## src/rtl/pulse_timer_if.sv

```systemverilog
// pulse_timer_if
// Bundles the control and status signals of pulse_timer.
// Signal names are given from the timer's point of view:
//   start_i      restart the timer (periodic or one-shot)
//   stop_i       return to IDLE (wins over start_i)
//   oneshot_i    mode captured when a start is accepted
//   limit_in_i   new period in cycles
//   limit_ld_i   load strobe for limit_in_i
//   pulse_out_o  registered one-cycle tick
//   busy_o       timer is running
//   done_o       one-shot has completed
//   limit_pend_o a loaded limit is waiting for a period boundary
//   pulse_cnt_o  pulses emitted since the last accepted start
// The master modport is the controlling side; the slave modport is the timer.
interface pulse_timer_if #(
    parameter int WIDTH = 32,
    parameter int CNT_W = 16
);
    logic             start_i;
    logic             stop_i;
    logic             oneshot_i;
    logic [WIDTH-1:0] limit_in_i;
    logic             limit_ld_i;
    logic             pulse_out_o;
    logic             busy_o;
    logic             done_o;
    logic             limit_pend_o;
    logic [CNT_W-1:0] pulse_cnt_o;

    modport master (
        output start_i, stop_i, oneshot_i, limit_in_i, limit_ld_i,
        input  pulse_out_o, busy_o, done_o, limit_pend_o, pulse_cnt_o
    );

    modport slave (
        input  start_i, stop_i, oneshot_i, limit_in_i, limit_ld_i,
        output pulse_out_o, busy_o, done_o, limit_pend_o, pulse_cnt_o
    );
endinterface

```

## src/rtl/pulse_timer.sv

```systemverilog
// pulse_timer
// Programmable period tick generator. Emits a one-cycle pulse every L cycles
// (L = max(active limit, 1)) in periodic mode, or a single pulse in one-shot
// mode. New limits loaded while running are shadowed and applied only at a
// period boundary (wrap, restart or stop) so a period is never cut short.
// Ports:
//   clk  clock, rising edge
//   rst  synchronous active-high reset
//   bus  pulse_timer_if slave modport (control inputs, status outputs)
module pulse_timer #(
    parameter int WIDTH         = 32,
    parameter int CNT_W         = 16,
    parameter int DEFAULT_LIMIT = 500_000
) (
    input logic         clk,
    input logic         rst,
    pulse_timer_if.slave bus
);

    typedef enum logic [1:0] {
        IDLE,
        RUN,
        DONE
    } state_t;

    state_t           state_q;
    logic [WIDTH-1:0] cnt_q;
    logic [WIDTH-1:0] lim_q;
    logic [WIDTH-1:0] pendLim_q;
    logic             pend_q;
    logic             mode_q;
    logic             pulse_q;
    logic [CNT_W-1:0] pulseCnt_q;

    logic [WIDTH-1:0] effLim;
    logic             wrap;
    logic             applyLim;

    // A zero limit behaves like one. The limit register may only change
    // directly outside RUN or on a period boundary; any other load while
    // running goes to the shadow register.
    always_comb begin
        effLim   = (lim_q == '0) ? WIDTH'(1) : lim_q;
        wrap     = (state_q == RUN) && (cnt_q == effLim - WIDTH'(1));
        applyLim = (state_q != RUN) || bus.stop_i || bus.start_i || wrap;
    end

    // Single-process FSM: stop beats start, start beats wrap, wrap beats
    // counting. A restart on a wrap edge deliberately suppresses the pulse.
    always_ff @(posedge clk) begin
        if (rst) begin
            state_q    <= IDLE;
            cnt_q      <= '0;
            lim_q      <= WIDTH'(DEFAULT_LIMIT);
            pendLim_q  <= '0;
            pend_q     <= 1'b0;
            mode_q     <= 1'b0;
            pulse_q    <= 1'b0;
            pulseCnt_q <= '0;
        end else begin
            pulse_q <= 1'b0;

            // A load on the boundary edge itself beats an older pending value.
            if (applyLim) begin
                if (bus.limit_ld_i) begin
                    lim_q <= bus.limit_in_i;
                end else if (pend_q) begin
                    lim_q <= pendLim_q;
                end
                pend_q <= 1'b0;
            end else if (bus.limit_ld_i) begin
                pendLim_q <= bus.limit_in_i;
                pend_q    <= 1'b1;
            end

            if (bus.stop_i) begin
                state_q <= IDLE;
                cnt_q   <= '0;
            end else if (bus.start_i) begin
                state_q    <= RUN;
                cnt_q      <= '0;
                pulseCnt_q <= '0;
                mode_q     <= bus.oneshot_i;
            end else begin
                case (state_q)
                    RUN: begin
                        if (wrap) begin
                            cnt_q      <= '0;
                            pulse_q    <= 1'b1;
                            pulseCnt_q <= pulseCnt_q + CNT_W'(1);
                            if (mode_q) begin
                                state_q <= DONE;
                            end
                        end else begin
                            cnt_q <= cnt_q + WIDTH'(1);
                        end
                    end
                    default: begin
                        cnt_q <= '0;
                    end
                endcase
            end
        end
    end

    assign bus.pulse_out_o  = pulse_q;
    assign bus.busy_o       = (state_q == RUN);
    assign bus.done_o       = (state_q == DONE);
    assign bus.limit_pend_o = pend_q;
    assign bus.pulse_cnt_o  = pulseCnt_q;

endmodule

```

## src/flat_wrapper.sv

```systemverilog
// flat-port wrapper written by rule: the top's interface ports become plain ports
module pulse_timer_flat 
#(
    parameter int WIDTH         = 32,
    parameter int CNT_W         = 16,
    parameter int DEFAULT_LIMIT = 500_000
)
  (clk, rst, bus_start_i, bus_stop_i, bus_oneshot_i, bus_limit_in_i, bus_limit_ld_i, bus_pulse_out_o, bus_busy_o, bus_done_o, bus_limit_pend_o, bus_pulse_cnt_o);
  pulse_timer_if #(.WIDTH(WIDTH), .CNT_W(CNT_W)) bus_i ();
  input logic clk;
  input logic rst;
  input wire logic [$bits(bus_i.start_i)-1:0] bus_start_i;
  input wire logic [$bits(bus_i.stop_i)-1:0] bus_stop_i;
  input wire logic [$bits(bus_i.oneshot_i)-1:0] bus_oneshot_i;
  input wire logic [$bits(bus_i.limit_in_i)-1:0] bus_limit_in_i;
  input wire logic [$bits(bus_i.limit_ld_i)-1:0] bus_limit_ld_i;
  output wire logic [$bits(bus_i.pulse_out_o)-1:0] bus_pulse_out_o;
  output wire logic [$bits(bus_i.busy_o)-1:0] bus_busy_o;
  output wire logic [$bits(bus_i.done_o)-1:0] bus_done_o;
  output wire logic [$bits(bus_i.limit_pend_o)-1:0] bus_limit_pend_o;
  output wire logic [$bits(bus_i.pulse_cnt_o)-1:0] bus_pulse_cnt_o;
  assign bus_i.start_i = bus_start_i;
  assign bus_i.stop_i = bus_stop_i;
  assign bus_i.oneshot_i = bus_oneshot_i;
  assign bus_i.limit_in_i = bus_limit_in_i;
  assign bus_i.limit_ld_i = bus_limit_ld_i;
  assign bus_pulse_out_o = bus_i.pulse_out_o;
  assign bus_busy_o = bus_i.busy_o;
  assign bus_done_o = bus_i.done_o;
  assign bus_limit_pend_o = bus_i.limit_pend_o;
  assign bus_pulse_cnt_o = bus_i.pulse_cnt_o;
  pulse_timer #(.WIDTH(WIDTH), .CNT_W(CNT_W), .DEFAULT_LIMIT(DEFAULT_LIMIT)) u_core (.clk(clk), .rst(rst), .bus(bus_i));
endmodule
```

## config.mk

```make
export PLATFORM = sky130hd
export DESIGN_NAME = pulse_timer_flat
export DESIGN_NICKNAME = d
export VERILOG_FILES = /design/src/rtl/pulse_timer_if.sv /design/src/rtl/pulse_timer.sv /design/src/flat_wrapper.sv
export SDC_FILE = /design/constraint.sdc
export NUM_CORES = 1
export LEC_CHECK = 0
export CELL_PAD_IN_SITES_DETAIL_PLACEMENT = 1
export CELL_PAD_IN_SITES_GLOBAL_PLACEMENT = 1
export CORE_AREA = 5 5 122 124
export DETAILED_ROUTE_END_ITERATION = 16
export DIE_AREA = 0 0 127 129
export HOLD_SLACK_MARGIN = 0.02
export MAX_ROUTING_LAYER = met4
export PLACE_DENSITY_LB_ADDON = 0.1
export RECOVER_POWER = 50
export SETUP_SLACK_MARGIN = 0.3
export SYNTH_ARGS = -nofsm -noshare
export SYNTH_HDL_FRONTEND = slang
export SYNTH_SLANG_ARGS = --single-unit
```

## constraint.sdc

```tcl
create_clock -name clk -period 6.65 [get_ports clk]
set_clock_uncertainty 0.2 [all_clocks]
set_input_delay 1.33 -clock clk [delete_from_list [all_inputs] [get_ports clk]]
set_output_delay 1.33 -clock clk [all_outputs]
set_load 0.02 [all_outputs]
```

After elaboration in Yosys (flattened, before gate mapping) --
Index checks and enable logic that the tools add are counted.
Storage, ports and cells: register bits 117, input port bits 38, output and inout bits 20
Cells by class: add/sub/neg operators 3, eq/ne operators 4, muxes and demuxes 11, bitwise logic cells 3, reductions and logical operators 20
Operator list (count):
- 2-to-1 mux 32 bit | 3
- 2-to-1 mux 16 bit | 3
- adder 32 x 1 -> 32 bit, second input constant | 1
- == test 32 bit | 1
- zero test 32 bit | 1
- subtractor 32 x 1 -> 32 bit, second input constant | 1
- adder 16 x 1 -> 16 bit, second input constant | 1
- AND reduction 3 bit | 3
- nonzero test 2 bit | 4
- AND reduction 2 bit | 3
- 2-to-1 mux 1 bit | 5
- OR reduction 5 bit | 1
- OR reduction 2 bit | 2
- OR reduction 4 bit | 1
- logical OR 1 bit | 3
- inverter 1 bit | 3
- OR reduction 3 bit | 1
- == test 2 x 1 -> 1 bit, second input constant | 1
- == test 2 bit, second input constant | 1
- inequality test 2 x 1 -> 1 bit, second input constant | 1
- logical AND 1 bit | 1

Depth between registers and ports, before layout --
depth in word-level cells 8, depth in mapped cells 16

Worst setup path before layout --
Ideal clock, no wire load.
path kind reg2reg, start register u_core.lim_q[2], end register u_core.pulseCnt_q[12], in the netlist u_core.bus.pulse_cnt_o[12], arrival 3.880 ns, required time 6.391 ns, setup slack 2.511 ns, stages on the path, launching flop included 16, buffers on the path 2, cell sequence dfxtp_1 buf_2 or4_4 nor4_4 a31oi_1 ha_1 a22oi_1 o211ai_1 a221oi_1 or3b_1 nor4_1 and4_1 a41oi_2 buf_2 or4_1 nand2_1
On the way: longest elaborated chain between the ends 7
RTL lines:
- start: declaration | RTL line pulse_timer.sv:28 | logic [WIDTH-1:0] lim_q;
- start signal: assignment | RTL line pulse_timer.sv:54 | lim_q <= WIDTH'(DEFAULT_LIMIT);
- start signal: assignment | RTL line pulse_timer.sv:66 | lim_q <= bus.limit_in_i;
- start signal: assignment | RTL line pulse_timer.sv:68 | lim_q <= pendLim_q;
- zero test 32 bit | RTL line pulse_timer.sv:43 | effLim = (lim_q == '0) ? WIDTH'(1) : lim_q;
- 2-to-1 mux 32 bit (*) | RTL line pulse_timer.sv:43
- subtractor 32 x 1 -> 32 bit (*) | RTL line pulse_timer.sv:44 | wrap = (state_q == RUN) && (cnt_q == effLim - WIDTH'(1));
- == test 32 bit (*) | RTL line pulse_timer.sv:44
- logical AND 1 bit (*) | RTL line pulse_timer.sv:44
- nonzero test 2 bit (no line) (*)
- AND reduction 3 bit (no line) (*)
- end signal: assignment | RTL line pulse_timer.sv:90 | pulseCnt_q <= pulseCnt_q + CNT_W'(1);
- end: declaration | RTL line pulse_timer.sv:33 | logic [CNT_W-1:0] pulseCnt_q;
Every way passes the cells marked *; elsewhere a longest branch is shown, timed or not. A chain may end at the register's enable or synchronous reset.

Final worst setup path --
start register u_core.lim_q[14], end register u_core.lim_q[23]
On the way: longest elaborated chain between the ends 7
RTL lines:
- zero test 32 bit | RTL line pulse_timer.sv:43
- 2-to-1 mux 32 bit (*) | RTL line pulse_timer.sv:43
- subtractor 32 x 1 -> 32 bit (*) | RTL line pulse_timer.sv:44
- == test 32 bit (*) | RTL line pulse_timer.sv:44
- logical AND 1 bit (*) | RTL line pulse_timer.sv:44
- logical OR 1 bit (*) | RTL line pulse_timer.sv:45 | applyLim = (state_q != RUN) || bus.stop_i || bus.start_i || wrap;
- AND reduction 2 bit (no line) (*)
Marked as above.

==> qor.txt <==
Hold path depth -> 2
Endpoints failing setup -> 0
NumNets Final -> 795
First-pass GRT wire length -> 30300 microns
Total negative slack -> 0 ps
Pin count of the biggest net entering global routing -> 68
Main flop type after synthesis -> dfxtp_1
Commonest non-fill, non-tap cell in the layout -> dfxtp_1
Slew Limit Fails -> 0
Resize count post-CTS -> 0
Post-CTS setup buffer count -> 0
GRT Util Overall -> 23.9%
DR vias -> 5564
Max Clk Rate -> 176 MHz
PortBufs -> 57
Clk_lat worst skew -> 420 ps
Placer congestion estimate -> 0.901
Worst EP arrival -> 5800 ps
Die area -> 16400 sq um
Crit end category -> register
Vias in the first global route -> 5825
RSZ-0062 raised after global routing -> false
Critical R2R Capture -> u_core.lim_q[23]
Routed WL per cell -> 19.6 microns
Final min period -> 5680 ps
Register-to-Register Path Depth -> 13
Residual DRC -> 0
Switch share -> 24.5%
Register bit total from synthesis -> 117
Status -> complete, no violations
Post-synth EDFFs -> 0
Die Y -> 129 microns
R2R Setup Slk -> 970 ps
Count of clock tree sinks -> 117
Worst hold path class -> reg -> reg
Power Density -> 256 nW/um^2
Area post-placement -> 6890 sq um
Startpoint types -> register
Most frequent cells in the layout -> dfxtp_1, nor2_1, mux2i_1
Switching pwr -> 0.472 mW
Starting Density -> 45.6%
CP required -> 6770 ps
# IOs -> 58
Max_cap viols -> 0
Ratio of cells with drive above 1 in the final layout -> 6.91%
Post-synthesis sequential area ratio -> 37.6%
Starting DRT DRC Count -> 431
Hold Path End -> u_core.pendLim_q[5]
Floorplan die width -> 127 microns
DRT Pass-1 Iters -> 5
Initial antenna violation count -> 0
Row cnt -> 43
Ant. Diodes -> 0
Fin. Hold Viols -> 0
Final WL -> 18600 microns
Min Hold Slack -> 289 ps
H-tree depth -> 4
Hold-fix buffers at CTS -> 0
Clock Power Share -> 51.7%
Area growth syn-to-layout -> 20.6%
Clk root buf -> clkbuf_16
Mapped Cells -> 715
Peak supply drop -> 0.174 mV
Clock transition at the registers of the reported paths -> 60 ps
Final instance area -> 7520 sq um
WS Path Type -> reg -> reg
Relative slew slack -> 21.3%
Core Region -> 13700 sq um
Clock Tree Buf Depth -> 2
Sequential share of power -> 38.8%
CTS tree -> yes
GR Overflow Total -> 0
Mapped Area -> 6230 sq um
Reg2reg start -> u_core.lim_q[14]
Average size of a mapped cell -> 8.72 sq um
Post-route clock period utilization -> 85.4%
Hold path startpoint -> u_core.pendLim_q[5]
Synth Net Count -> 756
Synth unique cells -> 65
Internal power -> 1.45 mW
DRT antenna net count -> 0
Leakage power -> 2.59 nW
Cts bufs inserted -> 17
Yosys Warn Count -> 0
FFs w/ async S/R, synth -> 0%
Worst Tran Pin Value -> 1180 ps
Hpwl dp -> 13200 microns
CP Max Fanout -> 50
Logic gate share of total power -> 9.5%
Routed vias/inst -> 5.88
==> metrics by stage <==
stage               instances  util, %  power, mW  setup WS, ps
global route              947     55.0       1.99           590
finish                    947     55.0       1.93           973
CTS                       947     55.1       1.94          1390
floorplan                 715        -      0.874          2510
global placement          915     50.4      0.936          1620
detailed placement        915     50.4      0.943          1430
==> synth_stat cells (3+ instances only) <==
| cell | instances | area, sq um |
|---|---|---|
| a211o_1 | 3 | 26.3 |
| a21oi_1 | 46 | 230 |
| a311oi_1 | 26 | 228 |
| a31oi_1 | 7 | 43.8 |
| and2_1 | 3 | 18.8 |
| and3_1 | 14 | 87.6 |
| and4_1 | 4 | 35.0 |
| buf_2 | 11 | 55.1 |
| buf_4 | 3 | 22.5 |
| clkbuf_1 | 27 | 101 |
| dfxtp_1 | 117 | 2340 |
| ha_1 | 3 | 37.5 |
| inv_1 | 8 | 30.0 |
| mux2i_1 | 68 | 681 |
| nand2_1 | 34 | 128 |
| nand3_1 | 23 | 115 |
| nand4_1 | 12 | 75.1 |
| nor2_1 | 100 | 375 |
| nor2b_1 | 4 | 25.0 |
| nor3_1 | 16 | 80.1 |
| nor4_1 | 10 | 62.6 |
| o211ai_1 | 3 | 22.5 |
| o21ai_0 | 26 | 130 |
| o311ai_0 | 8 | 70.1 |
| or2_2 | 5 | 31.3 |
| or3_1 | 17 | 106 |
| or4_1 | 7 | 52.6 |
| xnor2_1 | 31 | 272 |
| xor2_1 | 35 | 307 |
==> layer usage <==
metal | wire (microns) | track usage, % | vias to the layer above | share of wire (%)
li1 | - | - | 2715 | -
met1 | 8360 | 29.2 | 2705 | 45
met2 | 9080 | 40.2 | 111 | 49
met3 | 736 | 3.99 | 33 | 4.0
met4 | 388 | 8.26 | 0 | 2.1
met5 | 0 | - | - | 0
==> area by class of cell <==
class	count	area (sq um)
fill	1590	6150
sequential	117	2340
inverter	8	30.0
tap	180	225
multi-input combinational	548	3680
clock inverter	11	174
timing repair buffer	62	592
clock buffer	21	470
==> how the worst max path moves through the flow <==
stage / startpoint / end / cells after the start
final: u_core.lim_q[14] / u_core.lim_q[23] / 13
after global routing: u_core.lim_q[14] / u_core.lim_q[23] / 13
after CTS: u_core.lim_q[10] / u_core.bus.pulse_cnt_o[8] / 13
after detailed placement: u_core.lim_q[10] / u_core.bus.pulse_cnt_o[8] / 13
after global placement: u_core.lim_q[10] / u_core.bus.pulse_cnt_o[10] / 13
after floorplan: u_core.lim_q[2] / u_core.bus.pulse_cnt_o[12] / 15
==> worst max-delay path, stage by stage, from the launching register on <==
cell and delay (ps):
dfxtp_1 500, nor2_1 130, and4_1 370, a31oi_1 210, ha_1 230, nor4b_1 910
nand3b_1 310, nor4_1 280, a21oi_1 190, or4_1 550, nor3_1 290, a31o_2 850
a21oi_1 210, a311oi_1 320
==> power by group through the flow <==
stage | clock [mW] | combinational (mW) | sequential [mW]
2_1_floorplan | 0 | 0.124 | 0.750
3_3_place_gp | 0 | 0.177 | 0.759
3_5_place_dp | 0 | 0.182 | 0.761
4_1_cts | 1.01 | 0.184 | 0.746
5_1_grt | 1.05 | 0.200 | 0.749
6_report | 0.996 | 0.183 | 0.746
==> cell families (layout without fill, tap and decap cells) <==
family / count (synthesis) / after routing / share of synthesized area [%]
adder cells (fa/ha/maj): 3 / 3 / 0.602
XOR/XNOR: 66 / 66 / 9.27
multiplexers: 69 / 69 / 11.1
buffers and inverters: 50 / 102 / 3.41
AO/OA/AOI/OAI: 143 / 143 / 15.8
AND/OR/NAND/NOR: 267 / 267 / 22.3
flip-flops: 117 / 117 / 37.6
==> registers in the layout (all words and copies together), names as in the netlist <==
| register | count |
|---|---|
| u_core.pendLim_q | 32 |
| u_core.bus.pulse_cnt_o | 16 |
| u_core.mode_q | 1 |
| u_core.cnt_q | 32 |
| u_core.state_q | 2 |
| u_core.lim_q | 32 |
| u_core.bus.limit_pend_o | 1 |
| u_core.bus.pulse_out_o | 1 |
Power figures use the tool's default switching activity.
==> variant 1 (config.mk and constraints unchanged) <==
Re-encode `state_t` (3 states) as one-hot, 3 bits wide.
--- a/src/rtl/pulse_timer.sv
+++ b/src/rtl/pulse_timer.sv
@@ -19,6 +19,6 @@
 
-    typedef enum logic [1:0] {
-        IDLE,
-        RUN,
-        DONE
+    typedef enum logic [2:0] {
+        IDLE = 3'b001,
+        RUN  = 3'b010,
+        DONE = 3'b100
     } state_t;
Behaviour: no difference found for any inputs over 4 cycles, from zero or initial values and one cycle with rst high; so few cycles prove little.
==> variant 1 against the unedited design <==
The flow now finishes with violations (capacitance limit, slew limit); setup slack worse by 0.24 ns; area after synthesis grew 2.6%; sequential cell count grew 1; non-clock buffer count up 2; power shrank 7.5%; sequential share of layout area is 0.14 points higher; routed wire length is 0.32% higher; final area grew 0.42%; largest cell class unchanged; largest power group unchanged; highest routed layer unchanged.
==> variant 1: results (changes against the unedited design) <==
<table>
<tr><th>Metric</th><th>Value</th></tr>
<tr><th colspan="2">Run status</th></tr>
<tr><td>Status</td><td>finished, violations left</td></tr>
<tr><td>Failing checks</td><td>capacitance limit, slew limit</td></tr>
<tr><th colspan="2">Final layout</th></tr>
<tr><td>Proportion of cell area occupied by multi-input gates</td><td>0.495 (+0.00510)</td></tr>
<tr><td>Clock buf/inv share</td><td>0.0748 (-0.0110)</td></tr>
<tr><td>Total of fill cells in the finished design</td><td>1,642 (+3.3%)</td></tr>
<tr><td>FF+latch area</td><td>2360 sq um (+0.85%)</td></tr>
<tr><td>Share of the core filled with cells</td><td>0.552 (+0.00229)</td></tr>
<tr><td>Multi-input gates</td><td>587 (+7.1%)</td></tr>
<tr><td>Layout Cells excl Fill</td><td>995 (+5.1%)</td></tr>
<tr><th colspan="2">GRT</th></tr>
<tr><td>GR Layer Usage met3</td><td>0.0423 (+0.00249)</td></tr>
<tr><td>GR met1 Demand/Resource</td><td>0.304 (+0.0123)</td></tr>
<tr><td>GR met2 Demand/Resource</td><td>0.391 (-0.0109)</td></tr>
<tr><td>Wire length of the first global-routing pass</td><td>30,800 microns (+1.5%)</td></tr>
<tr><th colspan="2">Worst hold path</th></tr>
<tr><td>Launch instance of the worst min-delay path</td><td>u_core.pendLim_q[23]$_SDFFE_PP0P_</td></tr>
<tr><th colspan="2">Logic synthesis</th></tr>
<tr><td>Register area share after synthesis</td><td>0.369 (-0.00628)</td></tr>
<tr><td>Fraction of synthesized area in multiplexers</td><td>0.0661 (-0.0448)</td></tr>
<tr><td>Post-synth cell types</td><td>57 (-12%)</td></tr>
<tr><th colspan="2">Worst setup path</th></tr>
<tr><td>Reg-to-reg slack, setup</td><td>0.74 ns (-0.24 ns)</td></tr>
<tr><td>Data arrival at the endpoint of the critical path</td><td>5.97 ns (+0.17 ns)</td></tr>
<tr><td>Logic depth of the worst register-to-register path</td><td>15 (+2)</td></tr>
<tr><th colspan="2">Routing</th></tr>
<tr><td>Iter 0 DRT Violations</td><td>281 (-35%)</td></tr>
<tr><td>Average routed wire per standard cell</td><td>18.7 microns (-4.5%)</td></tr>
<tr><td>Length of routed met2 wiring</td><td>9000 microns (-0.79%)</td></tr>
<tr><th colspan="2">STA</th></tr>
<tr><td>Final cycle utilization of the critical path</td><td>0.889 (+0.0355)</td></tr>
<tr><td>Tightest Pin Transition</td><td>3.63 ns (+2.45 ns)</td></tr>
<tr><td>Max Slew Vio Count</td><td>83 (+83)</td></tr>
<tr><th colspan="2">Place</th></tr>
<tr><td>Placer's final routability congestion estimate</td><td>0.842 (-6.6%)</td></tr>
<tr><td>HPWL after detailed placement</td><td>13,300 microns (+0.13%)</td></tr>
<tr><th colspan="2">Job</th></tr>
<tr><td>Max-cap check violation count</td><td>1 (+1)</td></tr>
</table>
==> variant 1: changes by cell type after synthesis, moves of 14 or more <==
cell / delta
sky130_fd_sc_hd__xor2_1: -16
sky130_fd_sc_hd__a21oi_1: +21
sky130_fd_sc_hd__mux2i_1: -28
sky130_fd_sc_hd__nand3_1: +21
sky130_fd_sc_hd__nor2_1: -20
sky130_fd_sc_hd__clkbuf_1: +15
sky130_fd_sc_hd__o21ai_0: +14
sky130_fd_sc_hd__xnor2_1: +14
sky130_fd_sc_hd__nand4_1: +14
==> variant 1: tightest hold or removal path, cell delays in order, from the launching register on <==
cell                      delay (ns)
sky130_fd_sc_hd__dfxtp_1        0.30
sky130_fd_sc_hd__o21ai_0        0.06
sky130_fd_sc_hd__a21oi_1        0.06
==> variant 1: report_power, final <==
part / total [mW] / internal, mW / switching, mW
combinational: 0.155 / 0.0692 / 0.0854
clock: 0.880 / 0.563 / 0.317
sequential: 0.746 / 0.722 / 0.0240
total: 1.78 / 1.36 / 0.426
==> variant 2 (same flow settings) <==
Made on the original files. `WIDTH` is set to 32 in 3 places; all go to 40.
--- a/src/rtl/pulse_timer_if.sv
+++ b/src/rtl/pulse_timer_if.sv
@@ -15,3 +15,3 @@
 interface pulse_timer_if #(
-    parameter int WIDTH = 32,
+    parameter int WIDTH = 40,
     parameter int CNT_W = 16
--- a/src/rtl/pulse_timer.sv
+++ b/src/rtl/pulse_timer.sv
@@ -10,3 +10,3 @@
 module pulse_timer #(
-    parameter int WIDTH         = 32,
+    parameter int WIDTH         = 40,
     parameter int CNT_W         = 16,
--- a/src/flat_wrapper.sv
+++ b/src/flat_wrapper.sv
@@ -3,3 +3,3 @@
 #(
-    parameter int WIDTH         = 32,
+    parameter int WIDTH         = 40,
     parameter int CNT_W         = 16,
Interface: changed (resized bus_limit_in_i); port bits go from 58 to 66. The function was not compared with the original's and may differ.
==> variant 2 against the unedited design <==
Count of clock-buffer cells in the layout shrank 3; routed wire length grew 140%; setup slack lost 0.91 ns; critical endpoint is now u_core.lim_q[6]$_SDFFE_PP0P_; highest routed layer unchanged; sequential cell count grew 24; power grew 18%; die area is the same; area after synthesis grew 34%; final area grew 28%.
==> variant 2: results (changes against the unedited design) <==
<table>
<tr><th>Metric</th><th>Value</th></tr>
<tr><th colspan="2">Worst setup path</th></tr>
<tr><td>Critical-path cell with the highest stage delay</td><td>sky130_fd_sc_hd__or4b_1</td></tr>
<tr><td>CP Max Fanout</td><td>40 (-20%)</td></tr>
<tr><td>Data arrival at the endpoint of the critical path</td><td>6.73 ns (+0.93 ns)</td></tr>
<tr><td>Max stage delay on crit path</td><td>0.56 ns (-0.35 ns)</td></tr>
<tr><th colspan="2">Logic synthesis</th></tr>
<tr><td>Cell types with the largest area share after synthesis</td><td>sky130_fd_sc_hd__dfxtp_1, sky130_fd_sc_hd__a211oi_1, sky130_fd_sc_hd__xor2_1</td></tr>
<tr><td>Leading post-synthesis cells by instance count</td><td>sky130_fd_sc_hd__dfxtp_1, sky130_fd_sc_hd__nor2_1, sky130_fd_sc_hd__clkbuf_1, sky130_fd_sc_hd__a21oi_1, sky130_fd_sc_hd__a211oi_1</td></tr>
<tr><td>Parity-gate share of the synthesized area counting xor and xnor cells</td><td>0.0911 (-0.00160)</td></tr>
<tr><td>Net count after synthesis</td><td>1,044 (+38%)</td></tr>
<tr><td>Fraction of synthesized area in multiplexers</td><td>0.0613 (-0.0496)</td></tr>
<tr><td>Number of instances in the synthesized netlist</td><td>995 (+39%)</td></tr>
<tr><td>Post-synth cell types</td><td>70 (+7.7%)</td></tr>
<tr><th colspan="2">Power</th></tr>
<tr><td>Net switching power</td><td>0.727 mW (+54%)</td></tr>
<tr><td>Sequential share of power</td><td>0.405 (+0.017)</td></tr>
<tr><th colspan="2">GRT</th></tr>
<tr><td>GR met1 Demand/Resource</td><td>0.512 (+0.220)</td></tr>
<tr><th colspan="2">Place</th></tr>
<tr><td>Placement-stage cell area</td><td>8980 sq um (+30%)</td></tr>
<tr><td>Count of port buffers added during placement</td><td>65 (+14%)</td></tr>
<tr><td>HPWL after detailed placement</td><td>21,100 microns (+59%)</td></tr>
<tr><th colspan="2">Routing</th></tr>
<tr><td>Via total after detailed routing</td><td>10.1k (+82%)</td></tr>
<tr><td>First-pass iteration count of the detailed router</td><td>9 (+4)</td></tr>
<tr><td>Iter 0 DRT Violations</td><td>1,913 (+340%)</td></tr>
<tr><th colspan="2">STA</th></tr>
<tr><td>Slack of the critical path</td><td>0.0665 ns (-0.906 ns)</td></tr>
<tr><td>Worst hold-check slack</td><td>0.296 ns (+0.00653 ns)</td></tr>
<tr><th colspan="2">Final layout</th></tr>
<tr><td>Share of cells above drive strength 1</td><td>0.126 (+0.0574)</td></tr>
<tr><th colspan="2">Run status</th></tr>
<tr><td>Status</td><td>finished clean</td></tr>
<tr><th colspan="2">Clock network</th></tr>
<tr><td>Clk_lat worst skew</td><td>0.48 ns (+0.06 ns)</td></tr>
</table>
variant 2: path summary, 6_finish.rpt:
path / startpoint / end / cells after the start
hold reg to reg: u_core.pendLim_q[30]$_SDFFE_PP0P_ / u_core.pendLim_q[30]$_SDFFE_PP0P_ / 2
setup reg to reg: u_core.lim_q[5]$_SDFFE_PP1P_ / u_core.lim_q[6]$_SDFFE_PP0P_ / 18
hold / removal: u_core.pendLim_q[30]$_SDFFE_PP0P_ / u_core.pendLim_q[30]$_SDFFE_PP0P_ / 2
setup / recovery: u_core.lim_q[5]$_SDFFE_PP1P_ / u_core.lim_q[6]$_SDFFE_PP0P_ / 18
variant 2: layout make-up:
cell class	instances	area (sq um)
clock buffers	18	439
clock inverters	14	144
fillers	1494	4030
inverters	41	154
multi-input cells	730	5130
flip-flops and latches	141	2830
well taps	180	225
repair buffers	76	719
variant 2: timing repair:
item	in CTS	in global routing
endpoints found under the setup margin	50	95
gates resized for setup	2	11
gates cloned	0	1
pin swaps	1	1
setup buffers	0	0
hold endpoints to repair	0	0
